**config.mk**
```make
export PLATFORM = sky130hd
export DESIGN_NAME = mem_port_arbiter
export DESIGN_NICKNAME = d
export VERILOG_FILES = /design/src/rtl/riscv_pkg.sv /design/src/rtl/mem_port_arbiter_mx2.sv /design/src/rtl/mem_port_arbiter.sv
export SDC_FILE = /design/constraint.sdc
export NUM_CORES = 1
export LEC_CHECK = 0
export BUFFER_PORTS_ARGS = -buffer_cell sky130_fd_sc_hd__buf_2
export CELL_PAD_IN_SITES_DETAIL_PLACEMENT = 1
export CELL_PAD_IN_SITES_GLOBAL_PLACEMENT = 1
export CORE_ASPECT_RATIO = 2
export CORE_MARGIN = 2
export CORE_UTILIZATION = 32
export DETAILED_ROUTE_END_ITERATION = 12
export GPL_TIMING_DRIVEN = 0
export PLACE_DENSITY_LB_ADDON = 0.08
export SLEW_MARGIN = 20
export SYNTH_ARGS = -nofsm -noshare
export SYNTH_HDL_FRONTEND = slang
export SYNTH_SLANG_ARGS = --single-unit
```
**constraint.sdc**
```tcl
create_clock -name clk -period 2.8 [get_ports clk]
set_input_delay 0 -clock clk [delete_from_list [all_inputs] [get_ports clk]]
set_output_delay 0 -clock clk [all_outputs]
set_load 0.02 [all_outputs]
```
**src/rtl/riscv_pkg.sv**
```systemverilog
// Shared core types and widths for the memory-port arbiter.
// Latency: n/a (types only).
// Backpressure: n/a (types only).
package riscv_pkg;

    localparam int XLEN   = 32;
    localparam int XBYTES = XLEN / 8;

    typedef enum logic [1:0] {
        ARB_IDLE,
        ARB_BUSY_IF,
        ARB_BUSY_D
    } arb_state_e;

    typedef enum logic {
        OWN_IF,
        OWN_D
    } mem_owner_e;

endpackage

```
**src/rtl/mem_port_arbiter_mx2.sv**
```systemverilog
// Two-input address mux choosing between fetch and data addresses.
// Latency: purely combinational.
// Backpressure: none; follows its select.
module mem_port_arbiter_mx2 #(
    parameter int W = 32
) (
    input  logic [W-1:0] a0,
    input  logic [W-1:0] a1,
    input  logic         s,
    output logic [W-1:0] y
);

    assign y = s ? a1 : a0;

endmodule

```
**src/rtl/mem_port_arbiter.sv**
```systemverilog
// Shares one memory port between fetch (IF) and load/store (D), one transaction in flight.
// Latency: gnt same cycle as request in IDLE; earliest rvalid one cycle after gnt.
// Backpressure: requesters hold req until gnt; bus stalls via mem_ready, watchdog aborts hangs.
module mem_port_arbiter
    import riscv_pkg::*;
#(
    parameter int MAX_D_STREAK = 4,
    parameter int TIMEOUT_CYC  = 64
) (
    input  logic              clk,
    input  logic              rst_n,
    input  logic              if_req,
    input  logic [XLEN-1:0]   if_addr,
    output logic              if_gnt,
    output logic              if_rvalid,
    input  logic              d_req,
    input  logic              d_we,
    input  logic [XBYTES-1:0] d_be,
    input  logic [XLEN-1:0]   d_addr,
    input  logic [XLEN-1:0]   d_wdata,
    output logic              d_gnt,
    output logic              d_rvalid,
    output logic [XLEN-1:0]   rsp_rdata,
    output logic              rsp_err,
    output logic              mem_req,
    output logic              mem_we,
    output logic [XBYTES-1:0] mem_be,
    output logic [XLEN-1:0]   mem_addr,
    output logic [XLEN-1:0]   mem_wdata,
    input  logic              mem_ready,
    input  logic [XLEN-1:0]   mem_rdata,
    output logic              addr_sel
);

    localparam int STREAK_W = $clog2(MAX_D_STREAK + 1);
    localparam int WAIT_W   = (TIMEOUT_CYC > 0) ? $clog2(TIMEOUT_CYC + 1) : 1;
    localparam bit WD_EN    = (TIMEOUT_CYC > 0);

    localparam logic [STREAK_W-1:0] STREAK_MAX = STREAK_W'(MAX_D_STREAK);
    localparam logic [WAIT_W-1:0]   WAIT_LAST  = WAIT_W'((TIMEOUT_CYC > 0) ? TIMEOUT_CYC - 1 : 0);

    arb_state_e          state;
    mem_owner_e          owner;
    logic [STREAK_W-1:0] streak;
    logic [WAIT_W-1:0]   wait_cnt;

    logic            idle;
    logic            d_win;
    logic            if_win;
    logic            done;
    logic            wd_fire;
    logic            finish;
    logic [XLEN-1:0] addr_next;

    assign idle = (state == ARB_IDLE);

    // Grant decision: data first unless fetch has waited out a full streak.
    always_comb begin
        d_win  = 1'b0;
        if_win = 1'b0;
        if (d_req && !(if_req && (streak == STREAK_MAX))) begin
            d_win = 1'b1;
        end else if (if_req) begin
            if_win = 1'b1;
        end
    end

    assign if_gnt = idle && if_win;
    assign d_gnt  = idle && d_win;

    // The grant decision steers the mux; its output is captured only on a grant.
    mem_port_arbiter_mx2 #(
        .W (XLEN)
    ) u_addr_mx2 (
        .a0 (if_addr),
        .a1 (d_addr),
        .s  (d_win),
        .y  (addr_next)
    );

    // A transaction ends on bus completion or when the watchdog expires first.
    assign done    = !idle && mem_ready;
    assign wd_fire = WD_EN && !idle && !mem_ready && (wait_cnt == WAIT_LAST);
    assign finish  = done || wd_fire;

    assign if_rvalid = finish && (owner == OWN_IF);
    assign d_rvalid  = finish && (owner == OWN_D);
    assign rsp_err   = wd_fire;
    assign rsp_rdata = mem_rdata;
    assign addr_sel  = (owner == OWN_D);

    // Arbiter FSM: latch winner's request in IDLE, hold it on the bus until completion or abort.
    always_ff @(posedge clk or negedge rst_n) begin
        if (!rst_n) begin
            state     <= ARB_IDLE;
            owner     <= OWN_IF;
            streak    <= '0;
            wait_cnt  <= '0;
            mem_req   <= 1'b0;
            mem_we    <= 1'b0;
            mem_be    <= '0;
            mem_addr  <= '0;
            mem_wdata <= '0;
        end else begin
            case (state)
                ARB_IDLE: begin
                    if (d_win || if_win) begin
                        owner     <= d_win ? OWN_D : OWN_IF;
                        state     <= d_win ? ARB_BUSY_D : ARB_BUSY_IF;
                        mem_req   <= 1'b1;
                        mem_addr  <= addr_next;
                        mem_we    <= d_win && d_we;
                        mem_be    <= d_win ? d_be : '1;
                        mem_wdata <= d_win ? d_wdata : '0;
                        wait_cnt  <= '0;
                    end
                    // Streak counts only D wins that make a waiting fetch wait longer.
                    if (if_win || !if_req) begin
                        streak <= '0;
                    end else if (d_win && (streak != STREAK_MAX)) begin
                        streak <= streak + 1'b1;
                    end
                end
                ARB_BUSY_IF, ARB_BUSY_D: begin
                    if (finish) begin
                        state   <= ARB_IDLE;
                        mem_req <= 1'b0;
                    end else if (WD_EN) begin
                        wait_cnt <= wait_cnt + 1'b1;
                    end
                end
                default: begin
                    state   <= ARB_IDLE;
                    mem_req <= 1'b0;
                end
            endcase
        end
    end

endmodule

```
==> reports/results.tsv <==
metric	value	unit
status	completed	
synth_ff_type	dfrtp_1	
grt_pass1_vias	5041	
synth_edf_count	0	
gp_congestion	0.731	
synth-xor-area-share	0	%
drive_above_1_share	37.3	%
ys_seq_area_share	52.5	%
grt_pass1_wl	24600	um
grt_start_max_net_pins	55	
critPathLaunchType	register	
antenna_found_initial	1	
finalWirelength	15800	um
fillCellCount	1442	
worstSetupEndpointType	register	
synthSimpleGateAreaFrac	19.2	%
synth_nets	583	
start_util	32.6	%
rsz0062_at_grt	false	
core	0.0121	sq mm
dr.first_iter.drc_count	182	
dieArea	0.0133	sq mm
whs	0.0974	ns
layout_min_cycle_time	2.62	ns
synth_area	0.00395	sq mm
viasPerCell	4.85	
yosys.area.top_type_share	52.5	%
final_nets	909	
yosys_warnings	0	
power_density	989	mW/mm^2
hpwlAfterDp	10700	um
cpLargestDelayFamily	buffers and inverters	
synth_common_cells	nand2_1, dfrtp_1, buf_4	
clockBufferDepth	2	
setup_viol_count_final	0	
yosys_register_bits	83	
vias	4464	
worstSkewPairLatency	0.34	ns
ctsResizeCount	0	
synth_compound_area_share	16.3	%
max_freq	382	MHz
arrival	2.84	ns
clock_skew	0.00609	ns
synthAdderAreaFrac	1.27	%
internal_power	3.80	mW
cts_buffers	9	
slew_headroom	64.1	%
async_flop_share	100	%
worst-path-max-fanout	10	
crit_buf_inv	4	
ant_nets	0	
final_hold_viol_count	0	
num_io_pins	246	
cap_violations	0	
drc_errors	0	
die_w	82.6	um
htreeDepth	3	
critical_path_class	reg -> reg	
crit_required	3.02	ns
grt_use_total	24.4	%
rows	57	
max-vdd-ir-drop	0.484	mV
hold_class	in -> reg	
p_leak	3.29	nW
switching_power	2.71	mW
slew_violations	0	
tightest_slew	0.539	ns
cts.sinks	83	
syn2layout_area_growth	66.6	%
synth_top_family_by_area	simple AND/OR/NAND/NOR gates	
period_share	93.4	%
cts.clk_slew.worst_paths	0.06	ns
clock-root-buffer	clkbuf_16	
crit_chain	inv_1, ha_1, o21a_1, buf_2, clkbuf_1, a31oi_1, dlygate4sd3_1	
yosysTopAreaCell	dfrtp_1	
ctsHoldBuffers	103	
cpPeakStageDelay	0.60	ns
synthTopCellsByArea	dfrtp_1, nand2_1, buf_4	
power	6.51	mW
power_frac_seq	31.0	%
wl_per_cell	17.2	um
muxShareOfSynthArea	0	%
synthCells	441	
die_h	161	um
p_clk_share	20.2	%
synth_cell_type_count	36	
swShare	41.6	%
post_cts_buffers	0	
syn_avg_cell_area	8.96	sq um
synth_most_common_cell	nand2_1	
port_buffers	211	
drtPass1Iterations	4	
critical-path-slowest-cell	dlygate4sd3_1	
cts_tree	built	
p_comb_share	48.8	%
grt-ovfl-total	0	
tns	0	ns
==> state kept, by name (all words and copies together), names as in the netlist <==
register and cells:
mem_addr 32, mem_wdata 32, wait_cnt 7, mem_be 4
streak 3, state 2, addr_sel 1, mem_req 1
mem_we 1
==> worst reg2reg max path: cells and delay by family (launching register included) <==
| kind | cells | cell delay, ns |
|---|---|---|
| AOI/OAI and AO/OA | 2 | 0.44 |
| DFF | 1 | 0.40 |
| buffers and inverters | 4 | 1.37 |
| adders and majority gates | 1 | 0.29 |
==> kinds of logic (layout without fill, tap and decap cells) <==
group,count (synthesis),in the layout
AO/OA/AOI/OAI,99,99
buffers and inverters,69,400
adder cells (fa/ha/maj),4,4
flip-flops,83,83
other,0,1
AND/OR/NAND/NOR,186,186
==> layout make-up <==
| type | instances | area, sq um | share of cell area, % |
|---|---|---|---|
| multi-input cells | 289 | 1450 | 22.1 |
| repair buffers | 315 | 2120 | 32.2 |
| well taps | 147 | 184 | 2.79 |
| diodes | 1 | 2.50 | 0.0380 |
| clock inverters | 6 | 88.8 | 1.35 |
| clock buffers | 10 | 239 | 3.63 |
| flip-flops and latches | 83 | 2080 | 31.5 |
| inverters | 9 | 33.8 | 0.513 |
| plain buffers | 60 | 389 | 5.91 |
==> cells in the final DEF (no fill, tap or decap), types with 2 or more instances in the layout <==
| master | n |
|---|---|
| nor2_1 | 34 |
| ha_1 | 4 |
| and2_1 | 5 |
| buf_2 | 221 |
| nand3_1 | 7 |
| and3_2 | 2 |
| clkinvlp_4 | 2 |
| a31oi_1 | 32 |
| a211o_1 | 2 |
| a22o_1 | 7 |
| buf_4 | 41 |
| clkbuf_16 | 9 |
| nand2_1 | 130 |
| o21ai_0 | 35 |
| inv_1 | 8 |
| o22a_1 | 4 |
| o311ai_0 | 2 |
| o21a_1 | 3 |
| o22ai_1 | 2 |
| a21oi_1 | 4 |
| clkbuf_1 | 8 |
| dfrtp_1 | 83 |
| dlygate4sd3_1 | 103 |
| a211oi_1 | 3 |
| bufinv_16 | 2 |
==> path summary, 6_finish.rpt <==
kind                                  to  slack (ns)           from  depth (start not counted)
setup / recovery            mem_addr[18]        0.18       state[0]                          7
hold / removal                   mem_req         0.1          d_req                          3
setup reg to reg            mem_addr[18]        0.18       state[0]                          7
hold reg to reg            mem_wdata[11]        0.48  mem_wdata[11]                          2
max in group asynchronous  mem_wdata[19]        2.01          rst_n                          3
min in group asynchronous   mem_wdata[1]        0.16          rst_n                          2
==> stage by stage <==
| step | cell area [sq um] | util (%) | std cells | worst slack, ns |
|---|---|---|---|---|
| finish | 6580 | 54.3 | 920 | 0.185 |
| global route | 6580 | 54.3 | 920 | 0.00729 |
| CTS | 6580 | 54.3 | 919 | 0.206 |
| detailed placement | 5220 | 43.1 | 800 | 0.766 |
| global placement | 5190 | 42.8 | 799 | 0.836 |
| floorplan | 3950 | - | 441 | 1.24 |
==> power by group through the flow <==
stage               clock network (mW)  logic (mW)  registers [mW]
floorplan                            0        1.05            2.61
global placement                     0        2.63            2.01
detailed placement                   0        2.70            2.03
CTS                               1.35        3.15            2.01
global route                      1.38        3.47            2.09
finish                            1.32        3.18            2.02
==> layer usage <==
metal / vias up / track usage (%) / wire length, um
met5: - / 0 / 0
met4: 0 / 10.4 / 538
met3: 37 / 5.31 / 947
met2: 189 / 46.3 / 9000
met1: 2140 / 24.0 / 5310
li1: 2098 / - / -
(Power assumes the default switching activity.)
